==> config.mk <==
export PLATFORM = sky130hd
export DESIGN_NAME = reg_fifo
export DESIGN_NICKNAME = d
export VERILOG_FILES = /design/src/rtl/reg_fifo.sv
export SDC_FILE = /design/constraint.sdc
export NUM_CORES = 1
export LEC_CHECK = 0
export BUFFER_PORTS_ARGS = -buffer_cell sky130_fd_sc_hd__buf_4
export CORE_MARGIN = 3
export CORE_UTILIZATION = 54
export DETAILED_ROUTE_END_ITERATION = 16
export PLACE_DENSITY_LB_ADDON = 0.08
export REMOVE_ABC_BUFFERS = 1
export SYNTH_ARGS = -nofsm -noshare
export SYNTH_HDL_FRONTEND = slang
export SYNTH_SLANG_ARGS = --single-unit
==> constraint.sdc <==
create_clock -name clk -period 3.4 [get_ports clk]
set_clock_uncertainty 0.05 [all_clocks]
set_input_delay 0.17 -clock clk [delete_from_list [all_inputs] [get_ports clk]]
set_output_delay 0.17 -clock clk [all_outputs]
set_load 0.05 [all_outputs]
==> src/rtl/reg_fifo.sv <==
// reg_fifo: synchronous FWFT FIFO, d/enable write port, valid/ready read port; REG_FIFO_OVF_EN adds a sticky overflow flag
module reg_fifo #(
  parameter int n     = 32,
  parameter int DEPTH = 8,
  parameter int AW    = 3
) (
  input  logic          clk,
  input  logic          resetn,
  input  logic [n-1:0]  d,
  input  logic          enable,
  output logic          full,
  output logic [n-1:0]  z,
  output logic          valid,
  input  logic          ready,
  output logic [AW:0]   count
`ifdef REG_FIFO_OVF_EN
  , output logic        overflow
`endif
);
  logic [n-1:0]  mem [DEPTH];
  logic [AW-1:0] wptr, rptr;
  logic          pop, push;
  assign valid = count != '0;
  assign full  = count == (AW+1)'(DEPTH);
  assign pop   = valid && ready;
  assign push  = enable && (!full || pop);
  assign z     = valid ? mem[rptr] : '0;
  always_ff @(posedge clk)
    if (resetn && push) mem[wptr] <= d;
  always_ff @(posedge clk) begin
    if (!resetn) begin
      wptr  <= '0;
      rptr  <= '0;
      count <= '0;
    end else begin
      if (push) wptr <= wptr + 1'b1;
      if (pop) rptr <= rptr + 1'b1;
      count <= (push && !pop) ? count + 1'b1 : (pop && !push) ? count - 1'b1 : count;
    end
  end
`ifdef REG_FIFO_OVF_EN
  always_ff @(posedge clk) begin
    if (!resetn) overflow <= 1'b0;
    else if (enable && full && !pop) overflow <= 1'b1;
  end
`endif
endmodule
==> out/results.tsv <==
stage	metric	value	unit
floorplanning	dieArea	20900	um2
min_path	hold_end	mem[4][20]	
worst_setup_path	cp_max_fo	28	
clocking	clockBufferDepth	3	
worst_setup_path	crit_type	register to output port	
sta	finalMaxSlewViolations	0	
sta	setup_violations	0	
clocking	clock-sinks	269	
sta	min_period_over_period	83.4	%
clocking	cts_resized	0	
min_path	min-delay-start	d[20]	
final_layout	final_layout_size_suffix_gt1_share	33.8	%
clocking	cts_tree	done	
clocking	cts_max_level	1	
placement	dpl.hpwl	11300	um
floorplanning	die_h	145	um
yosys	yosysSeqAreaShare	76.6	%
worst_setup_path	r2r_slack	0.59	ns
clocking	post_cts_buffers	0	
clocking	clk_pin_slew	0.06	ns
yosys	ys_warn_count	0	
placement	io_buffers	73	
flow_run	drv_cap	0	
drt	drc	0	
sta	max_slew_margin	32.2	%
final_layout	multi_input_area	2360	um2
yosys	ys_seq_elements	269	
yosys	syn_inst	479	
final_layout	register_area	7950	um2
floorplanning	pin_count	74	
worst_setup_path	worstPathArrival	2.61	ns
final_layout	layout_common_cells	256 x edfxtp_1, 86 x buf_4, 64 x mux4_2	
global_route	grt_pass1_vias	5367	
clocking	cts_root_buf	clkbuf_16	
floorplanning	chipWidth	145	um
sta	clock.fmax	0.353	GHz
final_layout	nNetsFinal	655	
final_layout	fillers	1240	
drt	drt-vias-per-instance	5.76	
placement	gp_congestion	0.778	
sta	finalHoldViolCount	0	
clocking	cts_buffers	28	
worst_setup_path	end_kind	output port	
global_route	grt_usage	19.6	%
sta	worst_pin_slew	1.01	ns
global_route	grt_max_degree	33	
min_path	hp-class	input pin to register	
floorplanning	coreArea	18800	um2
sta	holdWs	0.370	ns
global_route	grt_pass1_wl	30400	um
yosys	synth_edf_count	256	
drt	drtIter0Drc	439	
worst_setup_path	required	3.18	ns
worst_setup_path	reg2reg_to	mem[3][5]	
final_layout	final_common_cell	edfxtp_1	
yosys	avgSynthCellArea	21.7	um2
yosys	syn_area	10400	um2
power	powerDensity	774	nW/um2
final_layout	syn_to_final_growth	21.7	%
sta	rsz0062_at_grt	no	
sta	fin_setup_tns	0	ns
final_layout	num_antenna_cells	0	
clocking	clkLatencyLatePin	0.52	ns
drt	routed_wl	19700	um
global_route	overflow	0	
drt	drt-pass1-iter-count	4	
worst_setup_path	timing.rr.start	count[0]	
drt	wl_per_cell	22.8	um
outcome	status	completed	
drt	ant_nets	0	
power	power	9.76	mW
global_route	antenna_found_initial	0	
min_path	holdPathStages	2	
power	power.leakage	4.12	nW
floorplanning	rows	50	
worst_setup_path	startpoint_type	register	
sta	period_needed	2.83	ns
final_layout	finalNonFillerCells	867	
power	ir_drop	0.583	mV
placement	place_inst	781	
floorplanning	initial_utilization	55.3	%
worst_setup_path	rr_worst_depth	5	
yosys	synthDistinctLibCells	34	
yosys	synthFlopType	edfxtp_1	
drt	num_vias	4994	
yosys	synthArstFlopShare	0	%
-- area by class of cell --
cell class	instances	share of cell area (%)
flip-flops and latches	269	63.0
repair buffers	127	8.76
well taps	234	2.32
clock inverters	9	0.754
clock buffers	41	6.35
multi-input cells	184	18.7
inverters	3	0.0892
-- power by group --
part / internal [mW] / switching [mW] / total [mW]
clock network: 1.77 / 1.15 / 2.92
logic: 1.18 / 1.78 / 2.95
registers: 3.74 / 0.153 / 3.89
total: 6.68 / 3.08 / 9.76
-- cell families after synthesis --
group           count (synthesis)  synth area share [%]
flops                         269                  76.6
mux                            98                  17.2
simple gates                   66                  3.06
buf+inv                        26                  1.18
compound gates                  9                 0.724
fa+ha+maj                       6                 0.796
xor+xnor                        5                 0.422
-- synth_stat cells (2+ instances only) --
| cell type | n | area share, % |
|---|---|---|
| nand2_1 | 7 | 0.25 |
| buf_2 | 2 | 0.097 |
| clkbuf_1 | 11 | 0.40 |
| buf_4 | 6 | 0.43 |
| and2_1 | 6 | 0.36 |
| mux4_2 | 64 | 14 |
| inv_1 | 2 | 0.072 |
| nand3_1 | 5 | 0.24 |
| xnor2_1 | 5 | 0.42 |
| nor3_1 | 4 | 0.19 |
| edfxtp_1 | 256 | 74 |
| ha_1 | 5 | 0.60 |
| dfxtp_1 | 13 | 2.5 |
| nor2_1 | 37 | 1.3 |
| buf_1 | 4 | 0.14 |
| mux2i_1 | 34 | 3.3 |
-- per-stage QoR --
stage	cell area, um2	utilization, %	setup slack [ns]
5_1_grt	12600	67.2	0.388
3_5_place_dp	11400	60.5	0.564
3_3_place_gp	11400	60.5	0.619
6_report	12600	67.2	0.566
4_1_cts	12600	67.2	0.486
2_1_floorplan	10300	-	-0.814
-- worst max-delay path, cell delays in order, from the launching register on --
cell	delay (ns)
dfxtp_2	0.70
buf_4	0.53
mux4_2	0.39
mux2i_1	0.19
nor2_1	0.06
buf_4	0.21
-- sequential cells by signal (all words and copies together), names as in the netlist, named ones only --
register  flops
rptr          3
mem         256
wptr          3
count         4
-- how the worst max path moves through the flow --
stage	start	depth (start not counted)	endpoint
floorplan	register	3	z[0]
global placement	count[0]	5	mem[3][7]
detailed placement	count[0]	5	mem[3][14]
CTS	register	5	z[16]
global route	count[0]	5	mem[3][5]
finish	register	5	z[16]
-- metal layers --
layer | vias to the layer above | track usage (%) | wire length (um)
met5 | - | 0 | 0
li1 | 2233 | - | -
met3 | 31 | 2.78 | 1150
met2 | 143 | 32.2 | 9960
met4 | 0 | 4.91 | 353
met1 | 2587 | 28.3 | 8270
-- repair_timing --
item,CTS,global route
hold buffers,36,0
endpoints found under the hold margin,269,0
endpoints found under the setup margin,0,0
Note: power is estimated with default switching activity, not from simulation.
